==> src/rtl/stack_access_ctrl.sv <==
// stack_access_ctrl: push/pop sequencer between the pipeline, 16-bit data memory and the SP register
//   req_*  : request channel (op 00 PUSH16, 01 POP16, 10 PUSH32, 11 POP32), sp_in sampled at accept
//   mem_*  : word-wide data-memory port, synchronous read (mem_rdata valid the cycle after mem_re)
//   rsp_*  : completion channel, held stable until rsp_ready
//   sp_out/sp_load : new pointer and one-cycle load strobe for the SP register
module stack_access_ctrl #(
    parameter int ADDR_W = 32,
    parameter int DATA_W = 16,
    parameter logic [ADDR_W-1:0] STACK_TOP = 2047,
    parameter logic [ADDR_W-1:0] STACK_LIMIT = 0
) (
    input  logic              clk,
    input  logic              reset,
    input  logic              req_valid,
    output logic              req_ready,
    input  logic [1:0]        req_op,
    input  logic [31:0]       req_data,
    input  logic [ADDR_W-1:0] sp_in,
    output logic [ADDR_W-1:0] mem_addr,
    output logic [DATA_W-1:0] mem_wdata,
    output logic              mem_we,
    output logic              mem_re,
    input  logic [DATA_W-1:0] mem_rdata,
    output logic              rsp_valid,
    input  logic              rsp_ready,
    output logic [31:0]       rsp_data,
    output logic              rsp_err,
    output logic [ADDR_W-1:0] sp_out,
    output logic              sp_load
);
    typedef enum logic [2:0] {IDLE, WR_A, WR_B, RD_A, RD_B, RD_W, DONE} state_t;
    state_t            state;
    logic [1:0]        op;
    logic [31:0]       data;
    logic [ADDR_W-1:0] wsp;
    logic              ok;
    // one extra bit so the bounds compares cannot wrap
    logic [ADDR_W:0]   sp_ext, top_ext, lim_ext;
    assign sp_ext  = {1'b0, sp_in};
    assign top_ext = {1'b0, STACK_TOP};
    assign lim_ext = {1'b0, STACK_LIMIT};
    // push16 needs sp >= limit, push32 needs sp >= limit+1 (written as > to stay meaningful at limit 0)
    assign ok = (sp_ext <= top_ext) &&
                (req_op == 2'b00 ? sp_ext + 1 > lim_ext :
                 req_op == 2'b10 ? sp_ext > lim_ext :
                 req_op == 2'b01 ? sp_ext + 1 <= top_ext : sp_ext + 2 <= top_ext);
    assign req_ready = reset && state == IDLE;
    assign sp_load   = rsp_valid && rsp_ready && !rsp_err;
    always_ff @(posedge clk) begin
        if (!reset) begin
            state     <= IDLE;
            op        <= 2'b00;
            data      <= '0;
            wsp       <= '0;
            mem_addr  <= '0;
            mem_wdata <= '0;
            mem_we    <= 1'b0;
            mem_re    <= 1'b0;
            rsp_valid <= 1'b0;
            rsp_data  <= '0;
            rsp_err   <= 1'b0;
            sp_out    <= '0;
        end else begin
            mem_we <= 1'b0;
            mem_re <= 1'b0;
            case (state)
                IDLE: begin
                    if (req_valid) begin
                        op       <= req_op;
                        data     <= req_data;
                        wsp      <= sp_in;
                        rsp_data <= '0;
                        if (!ok) begin
                            state     <= DONE;
                            rsp_valid <= 1'b1;
                            rsp_err   <= 1'b1;
                            sp_out    <= sp_in;
                        end else if (!req_op[0]) begin
                            state     <= WR_A;
                            mem_we    <= 1'b1;
                            mem_addr  <= sp_in;
                            mem_wdata <= req_op[1] ? req_data[31:16] : req_data[15:0];
                        end else begin
                            state    <= RD_A;
                            mem_re   <= 1'b1;
                            mem_addr <= sp_in + 1;
                        end
                    end
                end
                WR_A: begin
                    if (op[1]) begin
                        state     <= WR_B;
                        mem_we    <= 1'b1;
                        mem_addr  <= wsp - 1;
                        mem_wdata <= data[15:0];
                    end else begin
                        state     <= DONE;
                        rsp_valid <= 1'b1;
                        sp_out    <= wsp - 1;
                    end
                end
                WR_B: begin
                    state     <= DONE;
                    rsp_valid <= 1'b1;
                    sp_out    <= wsp - 2;
                end
                RD_A: begin
                    state <= op[1] ? RD_B : RD_W;
                    if (op[1]) begin
                        mem_re   <= 1'b1;
                        mem_addr <= wsp + 2;
                    end
                end
                RD_B: begin
                    state          <= RD_W;
                    rsp_data[15:0] <= mem_rdata;
                end
                RD_W: begin
                    state     <= DONE;
                    rsp_valid <= 1'b1;
                    sp_out    <= op[1] ? wsp + 2 : wsp + 1;
                    if (op[1]) rsp_data[31:16] <= mem_rdata;
                    else rsp_data[15:0] <= mem_rdata;
                end
                DONE: begin
                    if (rsp_ready) begin
                        state     <= IDLE;
                        rsp_valid <= 1'b0;
                        rsp_err   <= 1'b0;
                    end
                end
                default: state <= IDLE;
            endcase
        end
    end
endmodule

==> config.mk <==
export PLATFORM = sky130hd
export DESIGN_NAME = stack_access_ctrl
export DESIGN_NICKNAME = d
export VERILOG_FILES = /design/src/rtl/stack_access_ctrl.sv
export SDC_FILE = /design/constraint.sdc
export NUM_CORES = 1
export LEC_CHECK = 0
export ABC_AREA = 1
export BUFFER_PORTS_ARGS = -buffer_cell sky130_fd_sc_hd__buf_2
export CAP_MARGIN = 20
export CORE_MARGIN = 5
export CORE_UTILIZATION = 30
export DETAILED_ROUTE_END_ITERATION = 10
export PLACE_DENSITY_LB_ADDON = 0.12
export SKIP_LAST_GASP = 1
export SYNTH_ARGS = -nofsm -noshare
export SYNTH_HDL_FRONTEND = slang
export SYNTH_SLANG_ARGS = --single-unit
==> constraint.sdc <==
create_clock -name clk -period 7.47 [get_ports clk]
set_clock_uncertainty 0.2 [all_clocks]
set_input_delay 1.1205 -clock clk [delete_from_list [all_inputs] [get_ports clk]]
set_output_delay 1.1205 -clock clk [all_outputs]
set_load 0.02 [all_outputs]
==> flow_results.org, run 1 <==
** Timing
- Fin crit period :: 4.45 ns
- Setup-failing EPs final :: 0
- Final Hold Fails :: 0
- In this run the tightest slew margin relative to its limit is 27.0%.
- At the pin with the least slew margin, the transition time is 1.09 ns.
- Sum of negative setup slack :: 0 ns
- Setup repair after global routing left no endpoint under its margin.
- Final critical-path share of the clock period :: 59.6%
- Timing would allow up to approximately 220 MHz.
- The count of pins over their slew limit came to 0.
- The tightest hold path in the finished design has a slack of 0.268 ns.

** Clock tree
- Clk_lat worst skew :: 0.48 ns
- In this run the clock root is driven by a sky130_fd_sc_hd__clkbuf_16.
- H-tree level count :: 4
- Number of CTS-inserted buffers :: 17
- Number of setup buffers added after CTS :: 0
- Gates resized during post-CTS repair numbered 0.
- Buffer depth of the longest clock path :: 2
- Post-CTS clock slew at the launch and capture registers of the worst setup and hold paths :: 0.07 ns
- TritonCTS built the clock tree.
- Clock tree synthesis found a total of 168 sinks.
- In this run, post-CTS hold repair placed 0 buffers.

** Hold path
- The path class of the tightest hold or removal check is flip-flop to flip-flop.
- Start point of the worst min-delay path :: rsp_data[18]

** Floorplan
- Horizontal extent of the die :: 217 µm
- The floorplan step defined a die boundary enclosing 0.0471 mm².
- Count of standard-cell rows :: 75
- In this run the standard cell core region covers 0.0422 mm².
- Once the floorplan was initialized, standard cells occupied 30.5% of the core.
- For this design the top-level I/O count stands at between 200 and 250.
- The die is 217 µm tall.

** Worst setup path
- Across all register-to-register paths, the minimum setup slack is 3.10 ns.
- The kind of cell with the highest combined delay along the critical path is simple AND/OR/NAND/NOR gates.
- On the worst path, the slowest cell contributes a delay of around 0.46 ns.
- The worst register-to-register path begins at state[2].
- Critical-path top delay cell :: sky130_fd_sc_hd__nor2_1
- Counting buffers and inverters, the worst setup path is 21 cells deep.
- Buffers and inverters on the worst path :: 2
- Crit start category :: input port
- CP Launch Point :: sp_in[2]
- STA classifies the critical path endpoint as a flip-flop.
- The signal on the critical path passes through buf_2, ha_1, nand3_1, nor2_1, nand2_1, inv_1, nand2_1, nand2_1, nand3_1, nor2_1, nand2_1, nor2_1, nand2_1, nand2_1, nand3_2, nand2_4, nand3_4, nand3_4, nand2_1, nand2_1, nor2_1.
- The critical path is of the input port to flip-flop type.
- Data required time at the worst endpoint :: 7.63 ns
- Data arrival time of the critical path :: 4.62 ns
- CP dominant cell by count :: sky130_fd_sc_hd__nand2_1
- Critical path endpoint :: sp_out[31]
- Critical R2R Capture :: sp_out[4]
- Largest fanout on the critical path :: 35
- For the worst flop-to-flop path, the logic depth is 13.

** Logic synthesis
- Seq/Total Area, Yosys :: 26.1%
- For this run, asynchronously set or reset flops after synthesis account for 0%.
- In this run, synthesis inferred 0 flip-flops with an integrated enable.
- Synthesized area :: 0.0129 mm²
- The most used flip-flop cell after synthesis is sky130_fd_sc_hd__dfxtp_1.
- After synthesis the netlist holds a flip-flop and latch count of 168.
- The cell count after synthesis came out at between 2000 and 2500.
- Count of distinct cell types in the synthesized netlist :: 55
- Mean area per synthesized cell :: 5.87 µm²
- Synthesized Nets :: 2288
- Synthesis Warnings :: 0

** Power
- Power spread over the standard cell area amounts to 344 mW/mm².
- The analysis attributes to cell leakage a power of 6.88 nW.
- Largest vdd supply drop :: about 0.00019 V

** Global routing
- The first global-routing pass estimated 92000 µm of wire.
- The via count of the first global-routing pass is roughly 15000.
- After global routing the overflow that remains totals 0.
- Antenna violations before repair :: 2
- Entering global routing, the biggest net connects around 80 pins.
- Overall Global Routing Usage :: 25.5%

** Route
- Once detail routing completed, the nets flagged for antenna violations numbered 0.
- Violation count after the first detailed-route iteration :: 1253
- In the routed design, unresolved DRC markers number 0.
- Wires add up to 61900 µm.
- Routed wire length per instance :: 21.5 µm
- First-pass DRT Iterations :: 7
- For this block, the via count after detailed routing is 15300.
- Via-to-Cell Ratio :: 5.33

** Finish
- The area growth from synthesis to layout is 14.9%.
- The layout has ~4800 filler cells.
- The net count of the finished layout is approximately 2400.
- Leaving out fill and tap cells, the most frequent cell in the layout is sky130_fd_sc_hd__nand2_1.
- Fraction of final layout cells with drive strength greater than 1 :: between 10% and 20%
- In the layout the commonest cells are sky130_fd_sc_hd__nand2_1 (516), sky130_fd_sc_hd__nor2_1 (355), sky130_fd_sc_hd__inv_1 (239), sky130_fd_sc_hd__buf_2 (202), sky130_fd_sc_hd__o21ai_0 (169).

** Placed design
- Port Buffer Count :: 203
- Final Wtd Congestion :: about 1.0
- Detailed placement finished with a half-perimeter wire length of about 48000 µm.

** Outcome
- Result of the run :: finished, final reports clean

** Run
- Max-cap violations in this run came to 0.
-- kinds of logic after synthesis --
| group | count (synthesis) | synth area share [%] |
|---|---|---|
| adder cells (fa/ha/maj) | 11 | 1.07 |
| AND/OR/NAND/NOR | 1185 | 39.6 |
| AO/OA/AOI/OAI | 410 | 18.2 |
| flip-flops | 168 | 26.1 |
| XOR/XNOR | 55 | 3.74 |
| buffers and inverters | 362 | 11.2 |
-- synthesized netlist by cell type, types with 5 or more instances --
| master | count | share of area [%] |
|---|---|---|
| sky130_fd_sc_hd__clkbuf_1 | 79 | 2.3 |
| sky130_fd_sc_hd__o211ai_1 | 11 | 0.64 |
| sky130_fd_sc_hd__a31oi_1 | 19 | 0.92 |
| sky130_fd_sc_hd__a211o_1 | 5 | 0.34 |
| sky130_fd_sc_hd__inv_2 | 5 | 0.15 |
| sky130_fd_sc_hd__nor2_2 | 58 | 2.8 |
| sky130_fd_sc_hd__nand2_1 | 516 | 15 |
| sky130_fd_sc_hd__dfxtp_1 | 168 | 26 |
| sky130_fd_sc_hd__ha_1 | 11 | 1.1 |
| sky130_fd_sc_hd__a211oi_1 | 11 | 0.64 |
| sky130_fd_sc_hd__buf_1 | 5 | 0.15 |
| sky130_fd_sc_hd__clkinv_1 | 9 | 0.26 |
| sky130_fd_sc_hd__nor2_1 | 357 | 10 |
| sky130_fd_sc_hd__nand2_2 | 6 | 0.29 |
| sky130_fd_sc_hd__a21oi_1 | 123 | 4.8 |
| sky130_fd_sc_hd__o21ai_0 | 169 | 6.6 |
| sky130_fd_sc_hd__xor2_1 | 54 | 3.7 |
| sky130_fd_sc_hd__o22ai_1 | 16 | 0.78 |
| sky130_fd_sc_hd__nand3_1 | 127 | 4.9 |
| sky130_fd_sc_hd__a22oi_1 | 17 | 0.99 |
| sky130_fd_sc_hd__a221oi_1 | 12 | 0.82 |
| sky130_fd_sc_hd__nand4_1 | 58 | 2.8 |
| sky130_fd_sc_hd__buf_2 | 14 | 0.54 |
| sky130_fd_sc_hd__nor3_1 | 37 | 1.4 |
| sky130_fd_sc_hd__inv_1 | 240 | 7.0 |
-- final cells by class --
cell class                 count  area [µm²]  area share, %
multi-input combinational   1661        8100           54.8
sequential                   168        3360           22.8
timing repair buffer         218        1130           7.65
inverter                     255         962           6.51
tap                          539         674           4.56
clock buffer                  19         433           2.93
clock inverter                13         118          0.796
antenna                        1        2.50         0.0169
-- state kept, by name, summed over array words and instances, names as in the netlist, 3 cells and up --
register / cells
mem_addr: 32
rsp_data: 32
state: 3
data: 16
wsp: 32
sp_out: 32
mem_wdata: 16
-- worst reg2reg max path, delay by kind of cell, from the launching register on --
kind                   cells  cell delay (ns)
AOI/OAI and AO/OA          4             0.78
buffers and inverters      3             1.41
DFF                        1             0.54
and+or+nand+nor            6             1.37
-- worst min path at each step --
stage / cells after the start / endpoint / slack [ns]
after floorplan: 2 / data[10] / 0.28
after global placement: 2 / rsp_data[18] / 0.25
after detailed placement: 2 / rsp_data[21] / 0.25
after CTS: 2 / rsp_data[21] / 0.27
after global routing: 2 / mem_addr[4] / 0.28
final: 2 / rsp_data[18] / 0.27
-- through the flow --
step,instances,utilization (%),worst slack [ns],instance area [µm²],total power [mW]
floorplan,2191,-,4.01,12900,3.24
global placement,2841,33.7,2.61,14200,4.21
detailed placement,2841,33.7,2.59,14200,4.21
CTS,2873,35.0,3.09,14800,5.10
global route,2873,35.0,2.65,14800,5.46
finish,2874,35.0,3.02,14800,5.09
-- where the power goes --
group | leakage [nW] | internal, mW | switching (mW)
registers | 1.38 | 1.17 | 0.267
clock network | 0.263 | 0.434 | 0.432
logic | 5.24 | 0.774 | 2.02
total | 6.88 | 2.38 | 2.71
-- metal layers --
metal	global-route usage [%]	wire, µm
met1	32.6	26400
met2	40.2	27200
met3	5.28	4480
met4	14.4	3800
met5	0	12
Power figures use the tool's default switching activity.
==> inputs of run 2 (changes only) <==
Clock period 7.47 ns to 4.6 ns, I/O delays scaled along.
==> run 2 against run 1 <==
Effect of this change: cell count up 0.52%; clock power rose by 79%; power rose by 66%; sequential power rose by 62%; combinational power is 65% higher; die area unchanged; clock-buffer cell count shrank 1; hold slack worse by 0.0067 ns; utilization increased by 0.40 points; flip-flop and latch count did not move; critical endpoint is now sp_out[16]; largest cell class unchanged; highest routed layer is now met4.
==> flow_results.org, run 2 (same netlist as run 1, synthesis figures left out) <==
** Outcome
- Result of the run :: finished, final reports clean (unchanged)

** Route
- The post-route DRC violation count came to 0 (unchanged).
- Violation count after the first detailed-route iteration :: 1468 (was 1253)
- The wire length after detailed routing is 62500 µm (was 61900 µm).
- The via density per instance is 5.31 (was 5.33).
- Routed wire length per instance :: 21.6 µm (was 21.5 µm)
- The length of the first detailed-routing pass in iterations came to 5 (was 7).
- Routed via count :: 15300 (about the same)
- Final ANT Viol Nets :: 0 (unchanged)

** Worst setup path
- The arrival time of the worst setup path was 4.00 ns (was 4.62 ns).
- The number of cell instances on the worst register-to-register path is 15 (was 13).
- Reg-to-reg critical path startpoint :: wsp[0] (was state[2])
- The worst setup path category was flip-flop to flip-flop (was input port to flip-flop).
- The endpoint of the most critical register-to-register path is sp_out[16] (was sp_out[4]).
- The critical path launch point type was a flip-flop (was input port).
- The required time at the endpoint of the critical path is 4.76 ns (was 7.63 ns).
- Setup slack of the worst register-to-register path :: 0.76 ns (was 3.10 ns)
- Largest fanout on the critical path :: 9 (was 35)
- Setup crit end kind :: flip-flop (unchanged)
- The capture point of the critical path is sp_out[16] (was sp_out[31]).
- The timing startpoint of the critical path is wsp[0] (was sp_in[2]).

** Power
- The total power came to 8.47 mW (was 5.09 mW).
- The power density over the cells was 566 mW/mm² (was 344 mW/mm²).
- The peak supply drop is 0.000292 V (was 0.000192 V).
- P_leak :: 6.99 nW (was 6.88 nW)

** Clock tree
- Cells resized by post-CTS repair :: 0 (unchanged)
- Root buffer selected by CTS :: sky130_fd_sc_hd__clkbuf_16 (unchanged)
- Number of CTS-inserted buffers :: 17 (unchanged)
- Total number of clock tree sinks :: 168 (unchanged)
- H-tree level count :: 4 (unchanged)
- The clock tree from TritonCTS is built (unchanged).
- Post-CTS clock slew at the launch and capture registers of the worst setup and hold paths :: 0.07 ns (about the same)
- The clock tree buffer depth came to 2 (unchanged).
- The worst-skew pair later-pin latency was 0.47 ns (was 0.48 ns).
- The post-CTS setup buffer count is 0 (unchanged).
- The number of hold buffers added after CTS is 0 (unchanged).

** Global routing
- The global-route wire length before repair is 93100 µm (was 92000 µm).
- Antenna violations before repair :: 2 (unchanged)
- The remaining global-route overflow came to 0 (unchanged).
- Vias in the first global route :: 14700 (was 14800)
- The largest net degree at the start of global routing came to 84 (was 81).
- The total routing resource utilization after global routing was 25.8% (was 25.5%).

** Hold path
- Start point of the worst min-delay path :: rsp_data[21] (was rsp_data[18])
- The worst min-delay path class is flip-flop to flip-flop (unchanged).

** Floorplan
- The area of the core region is 0.0422 mm² (unchanged).
- Die span in y :: 217 µm (unchanged)
- Starting utilization of the core area :: 30.5% (unchanged)
- The number of rows created at floorplan is 75 (unchanged).
- Floorplan die area :: 0.0471 mm² (unchanged)
- The I/O pin total came to 204 (unchanged).
- The die span in x was 217 µm (unchanged).

** Finish
- Top library cells by usage in the layout, fill and taps aside: sky130_fd_sc_hd__nand2_1 (516), sky130_fd_sc_hd__nor2_1 (355), sky130_fd_sc_hd__inv_1 (240), sky130_fd_sc_hd__buf_2 (202), sky130_fd_sc_hd__o21ai_0 (169) (was sky130_fd_sc_hd__nand2_1 (516), sky130_fd_sc_hd__nor2_1 (355), sky130_fd_sc_hd__inv_1 (239), sky130_fd_sc_hd__buf_2 (202), sky130_fd_sc_hd__o21ai_0 (169)).
- Net total in the final layout :: 2433 (was 2418)
- The most common cell after layout, fill and taps aside was sky130_fd_sc_hd__nand2_1 (unchanged).
- The ratio of cells with drive above 1 in the final layout was 15.1% (was 14.5%).
- The area growth from synthesis to final layout came to 16.2% (was 14.9%).

** Placed design
- The final weighted congestion in routability-driven placement was 1.00 (was 1.03).
- The post-placement worst setup slack came to 0.438 ns (was 2.59 ns).
- The final HPWL from detailed placement is 48700 µm (was 47900 µm).
- The total of buffers placed on input and output ports is 203 (unchanged).

** Timing
- Final Hold Fails :: 0 (unchanged)
- Sum of negative setup slack :: 0 ns (unchanged)
- Dividing the final minimum period by the clock period gives 83.5%.
- The actual slew at the worst max-slew pin is 0.839 ns (was 1.09 ns).
- Max Freq :: 260 MHz
- Setup-failing EPs final :: 0 (unchanged)
- Max-Slew Margin vs Limit :: 43.5% (was 27.0%)
- The clock period could shrink to 3.84 ns.
- RSZ-0062 raised after global routing: false (unchanged).
- The final worst setup slack is 0.759 ns (was 3.02 ns).
- The count of pins over their slew limit was 0 (unchanged).

** Run
- Number of max-cap violations :: 0 (unchanged)
## run 2: cell types whose count changed in the layout (fill, tap and decap cells not counted), moves of 2 or more
cell                        delta
sky130_fd_sc_hd__bufinv_16     +2
sky130_fd_sc_hd__inv_8         +2
sky130_fd_sc_hd__clkinv_4      -4
sky130_fd_sc_hd__clkbuf_1      -2
sky130_fd_sc_hd__buf_4        +14
## run 2: worst min path at each step
stage	end	depth (start not counted)	slack (ns)
floorplan	data[10]	2	0.28
global placement	rsp_data[21]	2	0.25
detailed placement	rsp_data[21]	2	0.25
CTS	data[14]	3	0.24
global route	data[10]	3	0.26
finish	rsp_data[21]	2	0.26
## run 2: metal layers
layer  up-vias  global-route usage, %  wire length [µm]
met5         -                      0                 0
met4         0                   12.5              3280
met1      7133                   33.8             26800
li1       7427                      -                 -
met3       121                   4.57              4330
met2       665                   41.3             28000
## run 2: critical path, stage by stage (launching register included)
cell and delay (ns):
sky130_fd_sc_hd__dfxtp_1 0.48, sky130_fd_sc_hd__clkinv_1 0.33, sky130_fd_sc_hd__ha_1 0.28, sky130_fd_sc_hd__inv_1 0.13
sky130_fd_sc_hd__nor2_1 0.21, sky130_fd_sc_hd__inv_1 0.06, sky130_fd_sc_hd__nor2_1 0.32, sky130_fd_sc_hd__inv_1 0.15
sky130_fd_sc_hd__nor2_1 0.45, sky130_fd_sc_hd__nand3_1 0.18, sky130_fd_sc_hd__nand3_1 0.14, sky130_fd_sc_hd__o2111ai_1 0.16
sky130_fd_sc_hd__a21oi_1 0.36, sky130_fd_sc_hd__nand4_1 0.14, sky130_fd_sc_hd__nand2_1 0.08, sky130_fd_sc_hd__nor2_1 0.05
## run 2: report_power, final
part / switching (mW) / internal, mW
logic: 3.30 / 1.29
clock network: 0.714 / 0.837
registers: 0.435 / 1.90
total: 4.44 / 4.02
## run 2: cell type report
class                   count  area, µm²
diodes                      1       2.50
clock buffers              18        439
clock inverters            14        176
fillers                  4820      27300
inverters                 255        962
multi-input cells        1661       8090
flip-flops and latches    168       3360
well taps                 539        674
repair buffers            233       1250
## run 2: stage by stage
step                utilization (%)  hold WS (ns)  area, µm²  instances
finish                         35.4         0.261      15000       2889
global placement               33.9         0.251      14300       2855
detailed placement             33.9         0.250      14300       2855
CTS                            35.4         0.236      14900       2887
global route                   35.4         0.258      14900       2888
floorplan                         -         0.276      12900       2191
